### config.mk
export PLATFORM = sky130hd
export DESIGN_NAME = bin_to_bcd_sequential_flat
export DESIGN_NICKNAME = d
export VERILOG_FILES = /design/src/rtl/bcd_pkg.sv /design/src/rtl/bin_to_bcd_sequential_if.sv /design/src/rtl/bcd_digit_adjust.sv /design/src/rtl/bin_to_bcd_sequential.sv /design/src/flat_wrapper.sv
export SDC_FILE = /design/constraint.sdc
export NUM_CORES = 1
export LEC_CHECK = 0
export ABC_AREA = 1
export CAP_MARGIN = 10
export CELL_PAD_IN_SITES_DETAIL_PLACEMENT = 0
export CELL_PAD_IN_SITES_GLOBAL_PLACEMENT = 1
export CORE_MARGIN = 3
export CORE_UTILIZATION = 35
export CTS_CLUSTER_SIZE = 40
export DETAILED_ROUTE_END_ITERATION = 10
export PLACE_DENSITY = 0.73
export RECOVER_POWER = 25
export SYNTH_ARGS = -nofsm -noshare
export SYNTH_HDL_FRONTEND = slang
export SYNTH_SLANG_ARGS = --single-unit
### constraint.sdc
create_clock -name clk -period 1.2 [get_ports clk]
set_input_delay 0.3 -clock clk [delete_from_list [all_inputs] [get_ports clk]]
set_output_delay 0.3 -clock clk [all_outputs]
set_load 0.02 [all_outputs]
### src/rtl/bcd_pkg.sv
// Shared definitions for the sequential binary-to-BCD converter: FSM encodings
// and the constants of the shift-add-3 digit correction.
package bcd_pkg;

    typedef enum logic [1:0] {
        ST_START = 2'd0,
        ST_SHIFT = 2'd1,
        ST_DONE  = 2'd2
    } bcd_state_e;

    localparam int BCD_DIGIT_W = 4;

    localparam logic [BCD_DIGIT_W-1:0] ADJ_THRESHOLD = 4'd5;
    localparam logic [BCD_DIGIT_W-1:0] ADJ_ADD       = 4'd3;

endpackage : bcd_pkg

### src/rtl/bin_to_bcd_sequential_if.sv
// Level start/done handshake plus data buses between the producer stage
// (pop-count or bench) and the BCD converter.
interface bin_to_bcd_sequential_if
    import bcd_pkg::*;
#(
    parameter int WIDTH  = 8,
    parameter int DIGITS = 3
);

    logic                          start;
    logic [WIDTH-1:0]              bin_in;
    logic [DIGITS*BCD_DIGIT_W-1:0] bcd_out;
    logic                          done;

    modport master (
        output start,
        output bin_in,
        input  bcd_out,
        input  done
    );

    modport slave (
        input  start,
        input  bin_in,
        output bcd_out,
        output done
    );

endinterface : bin_to_bcd_sequential_if

### src/rtl/bcd_digit_adjust.sv
// One double-dabble correction cell: a BCD digit of 5 or more gets +3 so that
// the following left shift carries correctly into the next digit.
module bcd_digit_adjust
    import bcd_pkg::*;
(
    input  logic [BCD_DIGIT_W-1:0] digit_in,
    output logic [BCD_DIGIT_W-1:0] digit_out
);

    // 4-bit add with no carry out: a digit <= 9 stays <= 12 after correction
    always_comb begin
        if (digit_in >= ADJ_THRESHOLD) begin
            digit_out = digit_in + ADJ_ADD;
        end else begin
            digit_out = digit_in;
        end
    end

endmodule : bcd_digit_adjust

### src/rtl/bin_to_bcd_sequential.sv
// Sequential double-dabble converter: one shift-add-3 iteration per clock,
// WIDTH iterations per conversion, result held in bcd_out until the next one.
module bin_to_bcd_sequential
    import bcd_pkg::*;
#(
    parameter int WIDTH  = 8,
    parameter int DIGITS = 3
)
(
    input  logic                   clk,
    input  logic                   rst,
    bin_to_bcd_sequential_if.slave bus
);

    localparam int BCD_W  = DIGITS * BCD_DIGIT_W;
    localparam int TOT_W  = BCD_W + WIDTH;
    localparam int ITER_W = (WIDTH > 1) ? $clog2(WIDTH) : 1;
    localparam logic [ITER_W-1:0] ITER_LAST = ITER_W'(WIDTH - 1);

    if ((10 ** DIGITS) < (2 ** WIDTH)) begin : g_digits_check
        $error("bin_to_bcd_sequential: DIGITS too small to hold 2**WIDTH-1");
    end

    bcd_state_e        state_r;
    bcd_state_e        state_next_s;
    logic [TOT_W-1:0]  shift_r;
    logic [TOT_W-1:0]  adjusted_s;
    logic [TOT_W-1:0]  shifted_s;
    logic [ITER_W-1:0] iter_r;
    logic [BCD_W-1:0]  bcd_r;
    logic              done_r;
    logic              load_s;
    logic              shift_en_s;
    logic              finish_s;

    // Correct every BCD digit of the scratch register; binary part passes through
    for (genvar d = 0; d < DIGITS; d++) begin : g_adjust
        bcd_digit_adjust u_adjust (
            .digit_in  (shift_r[WIDTH + d*BCD_DIGIT_W +: BCD_DIGIT_W]),
            .digit_out (adjusted_s[WIDTH + d*BCD_DIGIT_W +: BCD_DIGIT_W])
        );
    end
    assign adjusted_s[WIDTH-1:0] = shift_r[WIDTH-1:0];
    assign shifted_s             = adjusted_s << 1'b1;

    // Next-state and datapath control decode
    always_comb begin
        state_next_s = state_r;
        load_s       = 1'b0;
        shift_en_s   = 1'b0;
        finish_s     = 1'b0;
        case (state_r)
            ST_START: begin
                if (bus.start) begin
                    state_next_s = ST_SHIFT;
                    load_s       = 1'b1;
                end else begin
                    state_next_s = ST_START;
                end
            end
            ST_SHIFT: begin
                shift_en_s = 1'b1;
                if (iter_r == ITER_LAST) begin
                    state_next_s = ST_DONE;
                    finish_s     = 1'b1;
                end else begin
                    state_next_s = ST_SHIFT;
                end
            end
            ST_DONE: begin
                // start must be seen low once before another conversion
                if (bus.start) begin
                    state_next_s = ST_DONE;
                end else begin
                    state_next_s = ST_START;
                end
            end
            default: begin
                state_next_s = ST_START;
            end
        endcase
    end

    // State, scratch register, iteration counter and registered outputs
    always_ff @(posedge clk) begin
        if (rst) begin
            state_r <= ST_START;
            shift_r <= {TOT_W{1'b0}};
            iter_r  <= {ITER_W{1'b0}};
            bcd_r   <= {BCD_W{1'b0}};
            done_r  <= 1'b0;
        end else begin
            state_r <= state_next_s;
            done_r  <= (state_next_s == ST_DONE);
            if (load_s) begin
                shift_r <= {{BCD_W{1'b0}}, bus.bin_in};
                iter_r  <= {ITER_W{1'b0}};
            end else if (shift_en_s) begin
                shift_r <= shifted_s;
                iter_r  <= iter_r + 1'b1;
            end
            if (finish_s) begin
                bcd_r <= shifted_s[TOT_W-1 -: BCD_W];
            end
        end
    end

    assign bus.bcd_out = bcd_r;
    assign bus.done    = done_r;

endmodule : bin_to_bcd_sequential
### src/flat_wrapper.sv
// flat-port wrapper written by rule: the top's interface ports become plain ports
module bin_to_bcd_sequential_flat import bcd_pkg::*;
#(
    parameter int WIDTH  = 8,
    parameter int DIGITS = 3
)
  (clk, rst, bus_start, bus_bin_in, bus_bcd_out, bus_done);
  bin_to_bcd_sequential_if #(.WIDTH(WIDTH), .DIGITS(DIGITS)) bus_i ();
  input  logic clk;
  input  logic rst;
  input wire logic [$bits(bus_i.start)-1:0] bus_start;
  input wire logic [$bits(bus_i.bin_in)-1:0] bus_bin_in;
  output wire logic [$bits(bus_i.bcd_out)-1:0] bus_bcd_out;
  output wire logic [$bits(bus_i.done)-1:0] bus_done;
  assign bus_i.start = bus_start;
  assign bus_i.bin_in = bus_bin_in;
  assign bus_bcd_out = bus_i.bcd_out;
  assign bus_done = bus_i.done;
  bin_to_bcd_sequential #(.WIDTH(WIDTH), .DIGITS(DIGITS)) u_core (.clk(clk), .rst(rst), .bus(bus_i));
endmodule
==> impl_metrics.py <==
metrics = {
    "routing": {
        "drc": 0,
        "route.antenna.remaining_nets": 0,
        "drt_iter0_markers": 83,
        "wl_per_cell_um": 11.8,
        "route.vias.total": 1827,
        "finalWirelength_um": 4760,
        "vias_per_cell": 4.53,
        "dr.pass1.iters": 5,
    },
    "clock_network": {
        "htreeDepth": 2,
        "clockRootBuffer": "clkbuf_8",
        "cts_tree": "done",
        "clkLatencyLatePin_ns": 0.29,
        "cts_buffers": 5,
        "clk_pin_slew_ns": 0.07,
        "cts_buffer_depth": 2,
        "clock_sinks": 38,
    },
    "global_route": {
        "grt_pass1_wl_um": 7750,
        "grt_use_met2_pct": 24.8,
        "grt_pass1_vias": 1746,
        "grt_usage_pct": 15.5,
        "grt_max_degree": 19,
        "antenna_found_initial": 0,
        "busiest_layer": "met2",
        "grt.met1_usage_pct": 20.0,
        "met3_usage_pct": 3.70,
        "grt.overflow.total": 0,
    },
    "worst_setup_path": {
        "crit_start": "u_core.iter_r[0]",
        "cp-end-kind": "register",
        "rr_startpoint": "u_core.iter_r[0]",
        "startpoint_type": "register",
        "cp_data_required_time_ns": 1.39,
        "reg2reg_slack_ns": -0.08,
        "endpoint": "u_core.bus.bcd_out[11]",
        "r2r_end": "u_core.bus.bcd_out[11]",
        "reg2reg_depth": 8,
        "crit_fanout": 6,
        "setup.worst_path.class": "register to register",
        "arrival_ns": 1.48,
    },
    "layout": {
        "nets": 351,
        "fin_util_pct": 51.4,
        "drive_gt1_share_pct": 35.4,
        "synthToLayoutAreaGrowth_pct": 38.4,
        "num-fill-cells": 526,
        "diodes": 0,
        "fin_cells": 403,
    },
    "synthesis": {
        "synth_area_leader_cell": "dfxtp_1",
        "ys_ff_latch": 38,
        "yosys_warnings": 0,
        "avgSynthCellArea_um2": 6.89,
        "synthDominantCellAreaShare_pct": 39.2,
        "syn_area_um2": 1940,
        "synth_cell_types": 22,
        "ys_top_cells_by_area": "dfxtp_1 (39%), nand2_1 (13%), inv_1 (8.7%), nor2_1 (8.5%), nand3_1 (7.0%)",
        "syn_inst": 282,
        "synth_nets": 301,
        "synth-seq-area-share_pct": 39.2,
    },
    "sta": {
        "whs_ns": 0.378,
        "fmax_ghz": 0.780,
        "slew_headroom_pct": 83.9,
        "rsz0062_at_grt": "true",
        "fin_worst_skew_ns": 0.00309,
        "hold_violations": 0,
        "finalCriticalPeriod_ns": 1.28,
        "worstMarginPinSlew_ns": 0.240,
        "tns_ns": -0.852,
        "fin_crit_sh_pct": 107,
        "report.final.slew_viol_count": 0,
        "timing.final.ws_setup_ns": -0.0819,
        "setup_viol": 15,
    },
    "power_and_ir_drop": {
        "finalPower_mw": 2.87,
        "irDropWorstVdd_mv": 0.634,
        "p_per_area_nw_per_um2": 1070,
        "power.static_leakage_nw": 1.30,
    },
    "floorplanning": {
        "die-area_um2": 6480,
        "placeableCoreArea_um2": 5240,
        "io_pins": 24,
        "rows": 26,
        "die_h_um": 80.5,
        "initial_core_util_pct": 37.1,
        "die_w_um": 80.5,
    },
    "min_path": {
        "min_path_type": "input pin to register",
    },
    "placement": {
        "dp_cells": 390,
        "dpl.hpwl_um": 3180,
        "place.gp.congestion": 0.808,
        "port_buffers": 23,
    },
    "flow_run": {
        "maxCapViolCount": 0,
    },
    "outcome": {
        "failed_checks": "negative setup slack",
        "outcome": "complete, but fails checks",
    },
}
-- cell usage after synthesis, drive strengths merged --
cell and count:
buf 8, xor2 1, nor2 45, nand2 69
ha 8, nand3 28, a21boi 1, inv 49
nand4 7, o21ai 9, clkbuf 1, dfxtp 38
a21oi 18
-- cells by family (layout without fill, tap and decap cells) --
kind of cell / count (synthesis) / in the layout / share of synthesized area, %
simple gates: 149 / 149 / 33.4
compound gates: 28 / 28 / 8.50
fa+ha+maj: 8 / 8 / 5.15
buf+inv: 58 / 109 / 13.3
xor+xnor: 1 / 1 / 0.451
flops: 38 / 38 / 39.2
-- layer usage --
layer	vias up	wire length, µm	part of all wire [%]
met5	-	0	0
met4	0	71	1.5
met3	8	164	3.4
met2	28	2280	48
met1	816	2240	47
li1	975	-	-
-- registers in the layout, indices dropped and copies added, names as in the netlist --
| name | count |
|---|---|
| u_core.state_r | 2 |
| u_core.iter_r | 3 |
| u_core.bus.done | 1 |
| u_core.shift_r | 20 |
| u_core.bus.bcd_out | 12 |
-- timing repair --
action                     CTS  global route
buffers inserted             2             3
setup endpoints to repair   34            40
hold buffers                 0             0
pin swaps                    8            14
gates resized for setup     66            53
-- how the worst min path moves through the flow --
stage                          start  slack, ns               endpoint  cells after the start
2_1_floorplan       u_core.iter_r[1]       0.45       u_core.iter_r[1]                      2
3_3_place_gp        u_core.iter_r[1]       0.45       u_core.iter_r[1]                      2
3_5_place_dp   u_core.bus.bcd_out[0]       0.46  u_core.bus.bcd_out[0]                      2
4_1_cts        u_core.bus.bcd_out[0]       0.48  u_core.bus.bcd_out[0]                      2
5_1_grt                    bus_start       0.39      u_core.state_r[1]                      3
6_report                   bus_start       0.38      u_core.state_r[1]                      3
-- cells in the final DEF (no fill, tap or decap) --
| cell | synthesis | final |
|---|---|---|
| dfxtp_4 | 0 | 1 |
| nor2_1 | 44 | 41 |
| clkbuf_4 | 0 | 1 |
| ha_4 | 0 | 5 |
| inv_4 | 0 | 4 |
| a21oi_1 | 12 | 10 |
| buf_12 | 0 | 2 |
| buf_4 | 2 | 24 |
| nand3_4 | 1 | 1 |
| inv_2 | 4 | 11 |
| nand4_1 | 7 | 7 |
| nand3_1 | 27 | 17 |
| o21ai_0 | 9 | 5 |
| ha_1 | 8 | 2 |
| clkdlybuf4s15_2 | 0 | 2 |
| nor2_2 | 0 | 3 |
| dlymetal6s2s_1 | 0 | 1 |
| nand2_1 | 66 | 56 |
| nor2_4 | 1 | 1 |
| xor2_1 | 1 | 1 |
| dfxtp_1 | 38 | 28 |
| clkdlybuf4s50_1 | 0 | 9 |
| buf_6 | 1 | 2 |
| buf_2 | 3 | 6 |
| a21oi_2 | 6 | 8 |
| inv_1 | 45 | 34 |
| dfxtp_2 | 0 | 9 |
| a21boi_2 | 0 | 1 |
| clkbuf_8 | 0 | 8 |
| nand2_2 | 1 | 9 |
| o21ai_1 | 0 | 4 |
| nand2_4 | 2 | 4 |
| nand3_2 | 0 | 10 |
| ha_2 | 0 | 1 |
| clkbuf_2 | 0 | 5 |
-- critical path, stage by stage (launching register included) --
cell and delay, ns:
dfxtp_2 0.37, ha_4 0.14, ha_4 0.13, inv_4 0.03
nor2_4 0.17, buf_4 0.15, inv_4 0.05, nor2_1 0.09
nor2_1 0.05
-- metrics by stage --
step	instance area [µm²]	worst slack, ns
after floorplan	1950	-0.000849
after global placement	2390	-0.266
after detailed placement	2390	-0.285
after CTS	2590	-0.0867
after global routing	2690	-0.149
final	2690	-0.0819
-- cell type report --
type	instances	area, µm²	area share (%)
inverters	49	194	7.21
flip-flops and latches	38	776	28.8
clock buffers	8	110	4.09
well taps	70	87.6	3.26
repair buffers	52	430	16.0
multi-input cells	186	1090	40.6
-- report_power, final --
group	internal [mW]	switching, mW	leakage (nW)	total (mW)
logic	0.207	0.265	0.926	0.472
clock network	0.581	0.464	0.0575	1.04
registers	1.31	0.0417	0.314	1.35
total	2.10	0.770	1.30	2.87
Note: power is estimated with default switching activity, not from simulation.
